### config.mk
export PLATFORM = sky130hd
export DESIGN_NAME = flux_capture
export DESIGN_NICKNAME = d
export VERILOG_FILES = /design/src/rtl/flux_capture.sv
export SDC_FILE = /design/constraint.sdc
export NUM_CORES = 1
export LEC_CHECK = 0
export CORE_MARGIN = 8
export CORE_UTILIZATION = 45
export DETAILED_ROUTE_END_ITERATION = 7
export HOLD_SLACK_MARGIN = 0.02
export SLEW_MARGIN = 20
export SYNTH_ARGS = -nofsm -noshare
export SYNTH_HDL_FRONTEND = slang
export SYNTH_SLANG_ARGS = --single-unit
### constraint.sdc
create_clock -name clk -period 3.3 [get_ports clk]
set_input_delay 0.33 -clock clk [delete_from_list [all_inputs] [get_ports clk]]
set_output_delay 0.33 -clock clk [all_outputs]
set_load 0.05 [all_outputs]
### src/rtl/flux_capture.sv
// Flux front end: synchronises drive read/index lines, times falling-edge intervals and queues flux words.
// Optional glitch filter enabled with `define FLUX_GLITCH_FILTER_EN (rejects intervals below MIN_INTERVAL).
module flux_capture #(
  parameter int FIFO_DEPTH   = 16,
  parameter int SYNC_STAGES  = 2,
  parameter int MIN_INTERVAL = 8
) (
  input  logic                          clk,
  input  logic                          rst,
  input  logic                          rdata_n,
  input  logic                          index_n,
  input  logic                          capture_en,
  output logic [15:0]                   flux_data,
  output logic                          flux_valid,
  input  logic                          flux_ready,
  output logic                          overflow,
  input  logic                          overflow_clr,
  output logic [$clog2(FIFO_DEPTH):0]   fifo_level
);

  localparam int          AW         = $clog2(FIFO_DEPTH);
  localparam logic [AW:0] LP_DEPTH   = (AW+1)'(FIFO_DEPTH);
  localparam logic [14:0] LP_CNT_MAX = 15'h7FFF;

  if (FIFO_DEPTH < 2 || (FIFO_DEPTH & (FIFO_DEPTH - 1)) != 0) begin : g_bad_depth
    $error("FIFO_DEPTH must be a power of two >= 2");
  end
  if (SYNC_STAGES < 2) begin : g_bad_sync
    $error("SYNC_STAGES must be >= 2");
  end
  if (MIN_INTERVAL < 1 || MIN_INTERVAL > 32767) begin : g_bad_min
    $error("MIN_INTERVAL must be in 1..32767");
  end

  logic [SYNC_STAGES-1:0] r_rd_sync;
  logic [SYNC_STAGES-1:0] r_ix_sync;
  logic                   r_rd_hist;
  logic                   r_ix_hist;
  logic [14:0]            r_cnt;
  logic                   r_idx_pending;
  logic [15:0]            r_mem [FIFO_DEPTH];
  logic [AW-1:0]          r_wr_ptr;
  logic [AW-1:0]          r_rd_ptr;
  logic [AW:0]            r_count;
  logic                   r_overflow;

  logic        w_rd_edge;
  logic        w_ix_edge;
  logic [14:0] w_e;
  logic        w_accept;
  logic        w_push;
  logic [15:0] w_word;
  logic        w_full;
  logic        w_pop;
  logic        w_wr;
  logic        w_drop;

  always_ff @(posedge clk) begin
    if (rst) begin
      r_rd_sync <= '1;
      r_ix_sync <= '1;
      r_rd_hist <= 1'b1;
      r_ix_hist <= 1'b1;
    end else begin
      r_rd_sync <= {r_rd_sync[SYNC_STAGES-2:0], rdata_n};
      r_ix_sync <= {r_ix_sync[SYNC_STAGES-2:0], index_n};
      r_rd_hist <= r_rd_sync[SYNC_STAGES-1];
      r_ix_hist <= r_ix_sync[SYNC_STAGES-1];
    end
  end

  assign w_rd_edge = r_rd_hist & ~r_rd_sync[SYNC_STAGES-1];
  assign w_ix_edge = r_ix_hist & ~r_ix_sync[SYNC_STAGES-1];
  assign w_e       = r_cnt + 15'd1;

`ifdef FLUX_GLITCH_FILTER_EN
  assign w_accept = w_rd_edge & (w_e >= 15'(MIN_INTERVAL));
`else
  assign w_accept = w_rd_edge;
`endif

  // A rejected edge falls through to the marker/count path, so counting continues.
  assign w_push = capture_en & (w_accept | (w_e == LP_CNT_MAX));
  assign w_word = {r_idx_pending | w_ix_edge, w_accept ? w_e : 15'd0};

  always_ff @(posedge clk) begin
    if (rst || !capture_en) begin
      r_cnt         <= '0;
      r_idx_pending <= 1'b0;
    end else begin
      r_cnt <= w_push ? 15'd0 : w_e;
      if (w_push) begin
        r_idx_pending <= 1'b0;
      end else if (w_ix_edge) begin
        r_idx_pending <= 1'b1;
      end
    end
  end

  assign flux_valid = (r_count != '0);
  assign w_full     = (r_count == LP_DEPTH);
  assign w_pop      = flux_valid & flux_ready;
  assign w_wr       = w_push & (~w_full | w_pop);
  assign w_drop     = w_push & w_full & ~w_pop;

  always_ff @(posedge clk) begin
    if (w_wr) begin
      r_mem[r_wr_ptr] <= w_word;
    end
  end

  always_ff @(posedge clk) begin
    if (rst) begin
      r_wr_ptr   <= '0;
      r_rd_ptr   <= '0;
      r_count    <= '0;
      r_overflow <= 1'b0;
    end else begin
      if (w_wr) begin
        r_wr_ptr <= r_wr_ptr + 1'b1;
      end
      if (w_pop) begin
        r_rd_ptr <= r_rd_ptr + 1'b1;
      end
      case ({w_wr, w_pop})
        2'b10:   r_count <= r_count + 1'b1;
        2'b01:   r_count <= r_count - 1'b1;
        default: r_count <= r_count;
      endcase
      if (w_drop) begin
        r_overflow <= 1'b1;
      end else if (overflow_clr) begin
        r_overflow <= 1'b0;
      end
    end
  end

  assign flux_data  = flux_valid ? r_mem[r_rd_ptr] : '0;
  assign overflow   = r_overflow;
  assign fifo_level = r_count;

endmodule

## Yosys cells after proc, flatten, opt, wreduce, memory -nomap -nowiden

Memories as Yosys holds them, arrays and structs flattened. A register that Yosys moved wholly into a read port is not among the register bits.
Cells that the tools add are included.

| word-level totals | value |
|---|---|
| register bits after elaboration | 36 |
| bits in latches | 0 |
| bits in writable memories | 256 |
| bits in read-only memories | 0 |
| input port bits | 7 |
| output and inout port bits | 23 |
| word-level logic and storage cells | 49 |
| memories | 1 |

Memories:

| name | depth | bits a word | read ports | clocked after memory_dff | write ports | line | RTL |
|---|---|---|---|---|---|---|---|
| r_mem | 16 | 16 | 1 | 1 | 1 | 41 | `logic [15:0] r_mem [FIFO_DEPTH];` |

| cells by class | value |
|---|---|
| $add $sub $neg | 5 |
| multiply operators | 0 |
| div/mod/pow operators | 0 |
| magnitude comparators | 0 |
| equal/unequal tests | 4 |
| shifts and indexed selects | 0 |
| mux-type cells | 9 |
| bitwise logic cells | 14 |
| reduce and logical (&&, ||, !) cells | 6 |

Operators by type and width:

| operator | number |
|---|---|
| $mux 16 | 1 |
| $add 15x1->15 const B | 1 |
| $eq 15x15->1 const B | 1 |
| $mux 15 | 1 |
| $pmux 5 s2 | 1 |
| $add 4x1->4 const B | 2 |
| $mux 4 | 2 |
| $and 1x1->1 | 7 |
| $add 5x1->5 const B | 1 |
| $eq 5x5->1 const B | 1 |
| $reduce_bool 5->1 | 1 |
| $sub 5x1->5 const B | 1 |
| $mux 1 | 4 |
| $not 1->1 | 4 |
| $reduce_bool 2->1 | 2 |
| $or 1x1->1 | 3 |
| $eq 2x1->1 const B | 1 |
| $eq 2x2->1 const B | 1 |
| $reduce_or 2->1 | 1 |
| $logic_not 1->1 | 1 |
| $logic_or 1x1->1 | 1 |

## Logic depth before layout (Yosys ltp)

Gate-level depths: netlist of the first run.

| depth | value |
|---|---|
| depth after elaboration | 7 |
| depth in mapped cells | 15 |
| mapped depth without buffers | 14 |

## Worst setup path before layout of the first run

No wires, ideal clock.

| timing | value |
|---|---|
| path kind | register -> register |
| from | register r_cnt[1] |
| to | memory r_mem[0][0], enable pin |
| library setup time | 0.409 ns |
| arrival | 3.141 ns |
| path slack | -0.251 ns |
| stages on the path, launching flop included | 11 |
| buffers on the path | 2 |
| cells stage by stage | dfxtp_1 -> ha_1 -> and4_1 -> clkbuf_1 -> nand3_1 -> mux2i_1 -> nor4_2 -> or2_1 -> buf_2 -> nand2_1 -> nor3_1 |

| between the ends | value |
|---|---|
| word-level cells in the longest chain between the ends | 7 |

RTL lines:

| what | line | RTL |
|---|---|---|
| from (decl) | 39 | `logic [14:0] r_cnt;` |
| from (signal assigned) | 91 | `r_cnt <= w_push ? 15'd0 : w_e;` |
| $add 15x1->15 | 74 | `assign w_e = r_cnt + 15'd1;` |
| $eq 15x15->1 | 83 | `assign w_push = capture_en & (w_accept \| (w_e == LP_CNT_MAX));` |
| $or 1x1->1 | 83 |  |
| $and 1x1->1 | 83 |  |
| $and 1x1->1 | 103 | `assign w_wr = w_push & (~w_full \| w_pop);` |
| $mux 1 | 107 | `if (w_wr) begin` |
| $mux 1 (not written as such) | 108 | `r_mem[r_wr_ptr] <= w_word;` |
| to (decl) | 41 |  |

Every way passes these cells.

## Final worst setup path of the first run

| timing | value |
|---|---|
| from | register r_cnt[1] |
| to | register r_count[4], in the netlist fifo_level[4] |

| between the ends | value |
|---|---|
| word-level cells in the longest chain between the ends | 7 |

RTL lines:

| what | line | RTL |
|---|---|---|
| $add 15x1->15 * | 74 |  |
| $eq 15x15->1 * | 83 |  |
| $or 1x1->1 * | 83 |  |
| $and 1x1->1 * | 83 |  |
| $and 1x1->1 * | 103 |  |
| $eq 2x1->1 / $eq 2x2->1 (equally long branches) | 125 | `case ({w_wr, w_pop})` |
| $pmux 5 s2 / $reduce_bool 2->1 (equally long branches) | - |  |
| to (signal assigned) | 126 | `2'b10: r_count <= r_count + 1'b1;` |
| to (signal assigned) | 127 | `2'b01: r_count <= r_count - 1'b1;` |
| to (signal assigned) | 128 | `default: r_count <= r_count;` |
| to (decl) | 44 | `logic [AW:0] r_count;` |

Mark *: on every way between the ends. The rest lies on a longest branch, timed or not.
A chain may end at the register's enable or synchronous reset.

==> out/results.md, run 1 <==
| Metric | Value | Unit |
|---|---|---|
| Result of the run | finished clean | - |
| Commonest non-fill, non-tap cell in the layout | edfxtp_1 | - |
| Number of flip-flops and latches in the synthesized netlist | 296 | - |
| Vias in the first global route | 6239 | - |
| Peak supply drop | 0.000625 | V |
| Top fanout value on the critical path | 7 | - |
| Gate power share | 0.236 | - |
| Worst r2r path cells | 12 | - |
| Yosys warns | 0 | - |
| I/O pin count | 30 | - |
| Count of antenna diodes in the layout | 0 | - |
| Crit. End Element | register | - |
| Worst slew margin relative to its limit | 0.326 | - |
| Crit path kind | reg2reg | - |
| Wirelength per Cell | 24.2 | µm |
| Top flip-flop cell by instance count after synthesis | edfxtp_1 | - |
| Area Overhead vs Synth | 17.8 | % |
| Number of port buffers | 29 | - |
| Clock tree skew after final layout | 0.0130 | ns |
| Hold-critical path depth | 2 | - |
| Worst path cell trace | ha_4, nor2b_1, and4_1, o31ai_1, nor4_2, a21bo_2, inv_2, fa_1, a21o_1, a21oi_2, mux2i_4, mux2_4 | - |
| Setup violation total in the final timing report | 0 | - |
| Core area | 25800 | µm² |
| EDFF count, synth | 256 | - |
| Buffers from clock root to sink, at most | 3 | - |
| Vias per cell | 5.68 | - |
| FFs w/ async S/R, synth | 0 | - |
| Unique cell type count in the Yosys netlist | 43 | - |
| DRC | 0 | - |
| Transition time at the pin with the least slew margin | 1.01 | ns |
| Antenna violations before repair | 0 | - |
| Detailed Route WL | 25600 | µm |
| Fraction of layout cells with a size suffix above 1 | 0.308 | - |
| Count of buffering cells on the critical path with inverters included | 1 | - |
| Category of the worst setup path launch point | register | - |
| Clock-pin transition on the worst setup and hold timing paths | 0.06 | ns |
| Die area | 31600 | µm² |
| Largest family of logic cells by synthesized area | multiplexers | - |
| Delay of the slowest cell on the worst path | 0.42 | ns |
| Cell type of the slowest stage on the worst timing path | fa_1 | - |
| Detailed-route via count | 6012 | - |
| Leakage power summed over all cells | 4.87 | nW |
| Mux cell area share after synthesis | 0.158 | - |
| Initial standard-cell utilization of the core | 0.455 | - |
| Global placement routability congestion | 0.803 | - |
| Final HPWL DP | 14200 | µm |
| Fraction of the mapped netlist area in simple logic gates | 0.0649 | - |
| Net count reported at finish | 718 | - |
| Max_cap viols | 0 | - |
| DR pass1 iterations | 5 | - |
| Tcrit/Tclk final | 0.970 | - |
| Internal power consumption | 6.79 | mW |
| Die Y-Extent | 178 | µm |
| Global-route wire length before repair | 38600 | µm |
| Area share of fa/ha/maj cells after synthesis | 0.0123 | - |
| Nets in the synthesized netlist | 646 | - |
| Remaining global-route overflow | 0 | - |
| Gate count after technology mapping | 628 | - |
| Fraction of power consumed by the clock network | 0.329 | - |
| Chip Width | 178 | µm |
| Final number of hold-violating endpoints | 0 | - |
| Xor/xnor cell area share of the yosys netlist | 0.0141 | - |
| Post-cts hold buffer count | 0 | - |
| Fillers | 2006 | - |
| Number of buffers inserted during clock tree synthesis | 29 | - |
| Clock insertion delay at the later pin of the skew report | 0.54 | ns |
| Min Clock Period, post-route | 3.20 | ns |
| Power density over cell area | 692 | nW/µm² |
| Pin count of the biggest net entering global routing | 49 | - |
| Top achievable clock speed | 0.312 | GHz |
| Compound-Gate Fraction of Synth Area | 0.0153 | - |
| H-tree depth | 1 | - |
| Number of placement rows | 59 | - |
| Clock tree from TritonCTS | done | - |
| Worst path required time | 3.73 | ns |
| Count of antenna-violating nets left after detailed routing | 0 | - |
| Multi-input gate area | 3200 | µm² |
| Root buffer cell | clkbuf_16 | - |
| TritonCTS sink count | 296 | - |
| Number of stages on the worst setup path | 12 | - |
| Gr usage total | 0.165 | - |
| Proportion of power drawn by flip-flops and latches | 0.435 | - |
| Count of pins over their slew limit | 0 | - |
| Proportion of total power due to net switching | 0.292 | - |
| Top library cells by usage in the layout, fill and taps aside | edfxtp_1 (256), mux4_2 (80), nor2_1 (46), buf_4 (38) | - |
| Path class of the lowest-slack min-delay path | in2reg | - |
| Placed inst area | 12800 | µm² |
| Post-synthesis area per instance | 18.7 | µm² |
| Sequential area share after synthesis | 0.721 | - |
| Total area of sequential cells | 8510 | µm² |
| Reported net switching power | 2.80 | mW |
| Cell type group with the largest total delay on the critical path | compound AO/OA/AOI/OAI gates | - |
| Power, Total | 9.59 | mW |
| Arrival time at the worst endpoint | 3.63 | ns |
| Initial detailed-routing violation count | 415 | - |
| Area of all placed cells without fillers | 13900 | µm² |
| Post-Syn Area | 11800 | µm² |
[Yosys cell counts (5+ instances only)]
cell      instances  area, µm²
a21o_1            5       37.5
a21oi_1          11       55.1
and2_1           17        106
buf_2            11       55.1
clkbuf_1         16       60.1
dfxtp_1          40        801
edfxtp_1        256       7690
ha_1             10        125
inv_1             9       33.8
mux4_2           80       1800
nand2_1          15       56.3
nand3_1          10       50.1
nand4_1           5       31.3
nor2_1           58        218
nor3_1           11       55.1
or2_2             6       37.5
xnor2_1          10       87.6
xor2_1            9       78.8
[stage by stage]
stage	TNS, ns	std cells	setup WS [ns]	util	hold slack, ns
global route	-0.0117	1058	-0.0117	0.537	0.343
detailed placement	-0.00795	998	-0.00795	0.497	0.405
global placement	0	998	0.111	0.497	0.400
floorplan	0	628	0.0588	-	0.389
finish	0	1058	0.0993	0.537	0.350
CTS	0	1058	0.0156	0.536	0.333
[registers in the layout (all words and copies together) (netlist names), named ones only]
signal,flops
r_ix_hist,1
r_mem,256
r_rd_hist,1
r_cnt,15
r_wr_ptr,4
r_rd_sync,2
r_ix_sync,2
r_idx_pending,1
overflow,1
fifo_level,5
r_rd_ptr,4
[power groups by stage]
stage	registers [mW]	logic, mW	clock network, mW
3_5_place_dp	4.27	2.24	0
3_3_place_gp	4.27	2.21	0
2_1_floorplan	4.29	1.52	0
5_1_grt	4.18	2.40	3.36
4_1_cts	4.17	2.31	3.23
6_report	4.17	2.27	3.16
[worst reg2reg max path: stages (launching register included)]
cell and delay, ns:
dfxtp_2 0.38, ha_4 0.18, nor2b_1 0.16, and4_1 0.21, o31ai_1 0.12, nor4_2 0.34
a21bo_2 0.21, inv_2 0.08, fa_1 0.42, a21o_1 0.22, a21oi_2 0.21, mux2i_4 0.26
mux2_4 0.31
[path summary, 6_finish.rpt]
path	from	to	slack, ns
min reg2reg	r_ix_sync[0]	r_ix_sync[1]	0.41
max	r_cnt[1]	fifo_level[4]	0.1
min	rdata_n	r_rd_sync[0]	0.35
max reg2reg	r_cnt[1]	fifo_level[4]	0.1
[cell families after synthesis]
logic type	count (synthesis)
AND/OR/NAND/NOR	149
buffers and inverters	40
multiplexers	84
AO/OA/AOI/OAI	29
XOR/XNOR	19
flip-flops	296
adder cells (fa/ha/maj)	11
[final cells by class]
type                    instances  area share
clock buffers                  38      0.0562
inverters                      10     0.00271
clock inverters                16     0.00948
flip-flops and latches        296       0.614
multi-input cells             292       0.231
well taps                     335      0.0302
repair buffers                 71      0.0570
[timing repair]
item | in CTS | in global routing
buffers inserted | 5 | 0
pin swaps | 2 | 4
gates cloned | 1 | 0
setup endpoints to repair | 17 | 1
gates resized for setup | 8 | 8
[routing by layer]
| layer | wire length, µm | part of all wire | vias up | global-route usage |
|---|---|---|---|---|
| met5 | 0 | 0 | - | 0 |
| met4 | 430 | 0.017 | 0 | 0.0403 |
| met3 | 1440 | 0.056 | 35 | 0.0274 |
| met2 | 12800 | 0.50 | 187 | 0.279 |
| met1 | 10900 | 0.43 | 3158 | 0.221 |
| li1 | - | - | 2632 | - |
(Power assumes the default switching activity.)
==> run 2: changes to the inputs <==
- CAP_MARGIN: not set -> 25
==> out/results.md, run 2 (synthesis results as in run 1) <==
| Metric | Value | Unit | Delta |
|---|---|---|---|
| Top achievable clock speed | 0.312 | GHz | about the same |
| Final number of hold-violating endpoints | 0 | - | unchanged |
| Fraction of power consumed by the clock network | 0.329 | - | about the same |
| Worst path cell trace | ha_4, nor2b_1, and4_1, o31ai_1, nor4_2, a21bo_2, inv_2, fa_1, a21o_1, a21oi_2, mux2i_4, mux2_4 | - |  |
| Post-layout utilization of the core | 0.538 | - | +0.00116 |
| Detailed Route WL | 25700 | µm | +0.16% |
| Number of port buffers | 29 | - | unchanged |
| Delay of the slowest cell on the worst path | 0.42 | ns | about the same |
| Crit path kind | reg2reg | - |  |
| Worst reg-to-reg setup slack | 0.1 | ns | about the same |
| Core area | 25800 | µm² | unchanged |
| H-tree depth | 1 | - | unchanged |
| Count of antenna diodes in the layout | 0 | - | unchanged |
| Total negative slack for setup checks | 0 | ns | unchanged |
| Initial standard-cell utilization of the core | 0.455 | - | unchanged |
| Proportion of power drawn by flip-flops and latches | 0.435 | - | about the same |
| Proportion of total power due to net switching | 0.292 | - | about the same |
| Number of flip-flops under the largest register name | 256 | - | unchanged |
| Origin of the worst setup path | r_cnt[1] | - |  |
| Min setup slack post-route | 0.0978 | ns | -0.00147 ns |
| Area of all placed cells without fillers | 13900 | µm² | +0.22% |
| Internal power consumption | 6.79 | mW | about the same |
| Placed inst area | 12800 | µm² | unchanged |
| Non-Filler Instances | 1062 | - | +0.38% |
| Worst path required time | 3.73 | ns | about the same |
| Placed cell count | 998 | - | unchanged |
| Area Overhead vs Synth | 18.1 | % |  |
| Top fanout value on the critical path | 7 | - | unchanged |
| Count of antenna-violating nets left after detailed routing | 0 | - | unchanged |
| Number of buffers inserted during clock tree synthesis | 29 | - | unchanged |
| Root buffer cell | clkbuf_16 | - |  |
| DR pass1 iterations | 5 | - | unchanged |
| Clock tree from TritonCTS | done | - |  |
| Reported net switching power | 2.81 | mW | +0.14% |
| Placement-stage worst setup slack | -0.00795 | ns | unchanged |
| Number of placement rows | 59 | - | unchanged |
| Worst r2r src | r_cnt[1] | - |  |
| CP Capture Point | fifo_level[4] | - |  |
| Tcrit/Tclk final | 0.970 | - | about the same |
| Fraction of layout cells with a size suffix above 1 | 0.312 | - | +0.00381 |
| Initial detailed-routing violation count | 455 | - | +9.6% |
| Clock insertion delay at the later pin of the skew report | 0.54 | ns | about the same |
| Category of the worst setup path launch point | register | - |  |
| Cell type of the slowest stage on the worst timing path | fa_1 | - |  |
| Multi-input gate area | 3200 | µm² | unchanged |
| Gate power share | 0.236 | - | about the same |
| Vias in the first global route | 6239 | - | unchanged |
| Result of the run | finished clean | - |  |
| Register with the most flip-flops | r_mem | - |  |
| Chip Width | 178 | µm | unchanged |
| Buffers from clock root to sink, at most | 3 | - | unchanged |
| Final HPWL DP | 14200 | µm | unchanged |
| Count of pins over their slew limit | 0 | - | unchanged |
| Worst slew margin relative to its limit | 0.360 | - | +0.0336 |
| Path class of the lowest-slack min-delay path | in2reg | - |  |
| Hold_ws | 0.350 | ns | -0.0000300 ns |
| Worst r2r path cells | 12 | - | unchanged |
| Gr usage total | 0.165 | - | unchanged |
| Top library cells by usage in the layout, fill and taps aside | edfxtp_1 (256), mux4_2 (80), nor2_1 (46), buf_4 (42) | - |  |
| Clock-pin transition on the worst setup and hold timing paths | 0.06 | ns | about the same |
| Total area of sequential cells | 8510 | µm² | unchanged |
| Wirelength per Cell | 24.2 | µm | -0.22% |
| Power, Total | 9.60 | mW | about the same |
| Antenna violations before repair | 0 | - | unchanged |
| Crit. End Element | register | - |  |
| Vias per cell | 5.68 | - | -0.11% |
| Fillers | 2005 | - | -0.050% |
| Endpoint of the worst-slack reg-to-reg timing path | fifo_level[4] | - |  |
| TritonCTS sink count | 296 | - | unchanged |
| Commonest non-fill, non-tap cell in the layout | edfxtp_1 | - |  |
| Detailed-route via count | 6028 | - | +0.27% |
| Global-route wire length before repair | 38600 | µm | unchanged |
| DRC | 0 | - | unchanged |
| Min Clock Period, post-route | 3.20 | ns | +0.00147 ns |
| Peak supply drop | 0.000625 | V | about the same |
| Global placement routability congestion | 0.803 | - | unchanged |
| Power density over cell area | 691 | nW/µm² | -0.17% |
| Die Y-Extent | 178 | µm | unchanged |
| I/O pin count | 30 | - | unchanged |
| Max_cap viols | 0 | - | unchanged |
| Setup violation total in the final timing report | 0 | - | unchanged |
| Clock tree skew after final layout | 0.0130 | ns | -0.0000549 ns |
| Leakage power summed over all cells | 4.89 | nW | +0.45% |
| Remaining global-route overflow | 0 | - | unchanged |
| Net count reported at finish | 722 | - | +0.56% |
| Transition time at the pin with the least slew margin | 0.957 | ns | -0.0502 ns |
| Pin count of the biggest net entering global routing | 49 | - | unchanged |
| Arrival time at the worst endpoint | 3.64 | ns | about the same |
| Die area | 31600 | µm² | unchanged |
==> run 2: cell count changes in the layout (fill, tap and decap cells not counted), sizes merged <==
cell  change
buf       +4
==> run 2: how the worst min path moves through the flow <==
| stage | from | endpoint | cells after the start |
|---|---|---|---|
| floorplan | r_ix_sync[0] | r_ix_sync[1] | 1 |
| global placement | r_ix_sync[0] | r_ix_sync[1] | 1 |
| detailed placement | r_ix_sync[0] | r_ix_sync[1] | 1 |
| CTS | rdata_n | r_rd_sync[0] | 2 |
| global route | rdata_n | r_rd_sync[0] | 2 |
| finish | rdata_n | r_rd_sync[0] | 2 |
==> run 2: layout make-up <==
class	instances	share of cell area
Tap cell	335	0.0302
Inverter	10	0.00270
Multi-Input combinational cell	292	0.230
Clock buffer	38	0.0561
Clock inverter	16	0.00946
Timing Repair Buffer	75	0.0591
Sequential cell	296	0.612
==> run 2: routing by layer <==
layer | track usage | part of all wire | wire (µm)
met1 | 0.221 | 0.42 | 10900
met2 | 0.279 | 0.50 | 12900
met3 | 0.0274 | 0.057 | 1470
met4 | 0.0403 | 0.017 | 433
met5 | 0 | 0 | 0
==> run 2: power by group through the flow <==
stage               logic, mW  registers, mW  clock network [mW]
finish                   2.27           4.17                3.16
global route             2.40           4.18                3.36
CTS                      2.31           4.17                3.23
detailed placement       2.24           4.27                   0
global placement         2.21           4.27                   0
floorplan                1.52           4.29                   0
==> run 2: worst max-delay path: cells and delay by family, from the launching register on <==
kind            cells  cell delay [ns]
simple gates        3             0.72
compound gates      4             0.76
mux                 2             0.57
fa+ha+maj           2             0.60
buf+inv             1             0.08
flops               1             0.38
==> run 2: repair_timing <==
item,CTS,global route
buffers inserted,5,0
pin swaps,2,4
setup endpoints to repair,17,1
resized for setup,8,8
cloned,1,0
hold buffers,0,0
==> run 3: changes to the inputs <==
- CORE_MARGIN: 8 -> not set
==> out/results.md, run 3 (synthesis results as in run 1) <==
| Metric | Value | Unit | Delta |
|---|---|---|---|
| Clock insertion delay at the later pin of the skew report | 0.55 | ns | about the same |
| Arrival time at the worst endpoint | 3.71 | ns | +0.07 ns |
| Commonest non-fill, non-tap cell in the layout | edfxtp_1 | - |  |
| Die Y-Extent | 164 | µm | -7.9% |
| Crit. End Element | register | - |  |
| Fraction of layout cells with a size suffix above 1 | 0.313 | - | +0.000344 |
| GRT met1 Usage | 0.266 | - | +0.0444 |
| Initial standard-cell utilization of the core | 0.463 | - | +0.00785 |
| Count of pins over their slew limit | 0 | - | unchanged |
| Reported net switching power | 2.80 | mW | -0.35% |
| I/O pin count | 30 | - | unchanged |
| Hold_ws | 0.341 | ns | -0.00932 ns |
| Tcrit/Tclk final | 0.991 | - | +0.0205 |
| Min setup slack post-route | 0.0301 | ns | -0.0677 ns |
| DR pass1 iterations | 5 | - | unchanged |
| Count of antenna diodes in the layout | 0 | - | unchanged |
| Buffers from clock root to sink, at most | 3 | - | unchanged |
| Placement-stage worst setup slack | -0.116 | ns | -0.108 ns |
| Detailed Route WL | 25400 | µm | -1.2% |
| Top achievable clock speed | 0.306 | GHz | -2.1% |
| Area of all placed cells without fillers | 14000 | µm² | +0.46% |
| Gr usage total | 0.196 | - | +0.0312 |
| Top library cells by usage in the layout, fill and taps aside | edfxtp_1 (256), mux4_2 (80), nor2_1 (46), buf_4 (34), clkbuf_16 (31) | - |  |
| Post-layout utilization of the core | 0.550 | - | +0.0118 |
| H-tree depth | 1 | - | unchanged |
| GR Util met2 | 0.325 | - | +0.0461 |
| Number of buffers inserted during clock tree synthesis | 30 | - | +3.4% |
| Most Crowded Layer GR | met2 | - |  |
| Worst r2r path cells | 11 | - | -1 |
| Wirelength per Cell | 24.1 | µm | -0.34% |
| Number of port buffers | 29 | - | unchanged |
| Initial detailed-routing violation count | 575 | - | +26% |
| TritonCTS sink count | 296 | - | unchanged |
| Vias in the first global route | 6302 | - | +1.0% |
| Max_cap viols | 0 | - | unchanged |
| Setup violation total in the final timing report | 0 | - | unchanged |
| Power density over cell area | 706 | nW/µm² | +2.1% |
| Clock tree skew after final layout | 0.0113 | ns | -0.00165 ns |
| Transition time at the pin with the least slew margin | 1.02 | ns | +0.0626 ns |
| Net count reported at finish | 717 | - | -0.69% |
| Min Clock Period, post-route | 3.27 | ns | +0.0677 ns |
| Die area | 26800 | µm² | -15% |
| Crit path kind | reg2reg | - |  |
| Detailed-route via count | 6014 | - | -0.23% |
| Number of placement rows | 58 | - | -1.7% |
| Category of the worst setup path launch point | register | - |  |
| Top fanout value on the critical path | 9 | - | +2 |
| Final HPWL DP | 14100 | µm | -0.73% |
| Clock tree from TritonCTS | done | - |  |
| Power, Total | 9.85 | mW | +2.6% |
| Global-route wire length before repair | 38100 | µm | -1.3% |
| Path class of the lowest-slack min-delay path | in2reg | - |  |
| Proportion of total power due to net switching | 0.284 | - | -0.00844 |
| Worst path required time | 3.74 | ns | about the same |
| Vias per cell | 5.71 | - | +0.62% |
| Placed cell count | 988 | - | -1.0% |
| Number of flip-flops under the largest register name | 256 | - | unchanged |
| Fillers | 1975 | - | -1.5% |
| Peak supply drop | 0.000611 | V | -2.2% |
| Total negative slack for setup checks | 0 | ns | unchanged |
| Pin count of the biggest net entering global routing | 49 | - | unchanged |
| Internal power consumption | 7.05 | mW | +3.8% |
| Core area | 25400 | µm² | -1.7% |
| Clock-pin transition on the worst setup and hold timing paths | 0.06 | ns | about the same |
| Proportion of power drawn by flip-flops and latches | 0.423 | - | -0.012 |
| Register with the most flip-flops | r_mem | - |  |
| Chip Width | 164 | µm | -7.9% |
| Gate power share | 0.227 | - | -0.009 |
| Remaining global-route overflow | 0 | - | unchanged |
| Global placement routability congestion | 0.783 | - | -2.5% |
| Count of antenna-violating nets left after detailed routing | 0 | - | unchanged |
| Area Overhead vs Synth | 18.6 | % |  |
| Antenna violations before repair | 0 | - | unchanged |
| Post-cts hold buffer count | 0 | - | unchanged |
| Root buffer cell | clkbuf_16 | - |  |
| Fraction of power consumed by the clock network | 0.350 | - | +0.021 |
| DRC | 0 | - | unchanged |
| Leakage power summed over all cells | 4.88 | nW | -0.17% |
| Global-route track usage on met3 | 0.0273 | - | -0.000174 |
| Non-Filler Instances | 1053 | - | -0.85% |
| Hold-critical path depth | 2 | - | unchanged |
| Final number of hold-violating endpoints | 0 | - | unchanged |
| Worst slew margin relative to its limit | 0.318 | - | -0.0419 |
| Placed inst area | 12800 | µm² | -0.24% |
| Result of the run | finished clean | - |  |
==> run 3: cell types whose count changed in the layout (fill, tap and decap cells not counted), sizes merged <==
cell,change
bufinv,+2
inv,-1
buf,-6
clkinv,-2
clkbuf,+3
==> run 3: final timing paths <==
kind	from	endpoint	slack, ns
worst min-delay path	rdata_n	r_rd_sync[0]	0.34
worst max-delay path	r_cnt[3]	fifo_level[4]	0.03
worst min register to register	r_ix_sync[0]	r_ix_sync[1]	0.41
worst max register to register	r_cnt[3]	fifo_level[4]	0.03
==> run 3: repair_timing <==
action	CTS	global route
gates resized for setup	9	8
cloned	1	0
pin swaps	3	5
setup endpoints to repair	17	1
buffers inserted	5	2
hold endpoints to repair	0	0
==> run 3: metal layers <==
layer	part of all wire	routed length (µm)	vias up
met5	0	0	-
met4	0.034	851	0
met3	0.052	1310	52
met2	0.49	12500	185
met1	0.42	10700	3147
li1	-	-	2630
==> run 3: worst max-delay path, stage by stage (launching register included) <==
cell and delay, ns:
dfxtp_2 0.40, nand3_2 0.12, nor4_1 0.45, o31ai_2 0.21, nor4_2 0.35, a21bo_2 0.21
inv_2 0.10, fa_2 0.36, a21o_1 0.19, a21oi_2 0.21, mux2i_4 0.26, mux2_4 0.30
==> run 3: area by class of cell <==
cell class                 count  area (µm²)  area share
clock buffer                  41         833      0.0597
inverter                      10        37.5     0.00269
sequential                   296        8510       0.610
clock inverter                15         174      0.0125
multi-input combinational    292        3190       0.229
timing repair buffer          69         801      0.0574
tap                          330         413      0.0296
==> run 3: power groups by stage <==
stage | clock network, mW | logic, mW | registers [mW]
6_report | 3.44 | 2.23 | 4.17
5_1_grt | 3.62 | 2.38 | 4.18
4_1_cts | 3.50 | 2.28 | 4.17
3_5_place_dp | 0 | 2.20 | 4.27
3_3_place_gp | 0 | 2.17 | 4.27
2_1_floorplan | 0 | 1.52 | 4.29
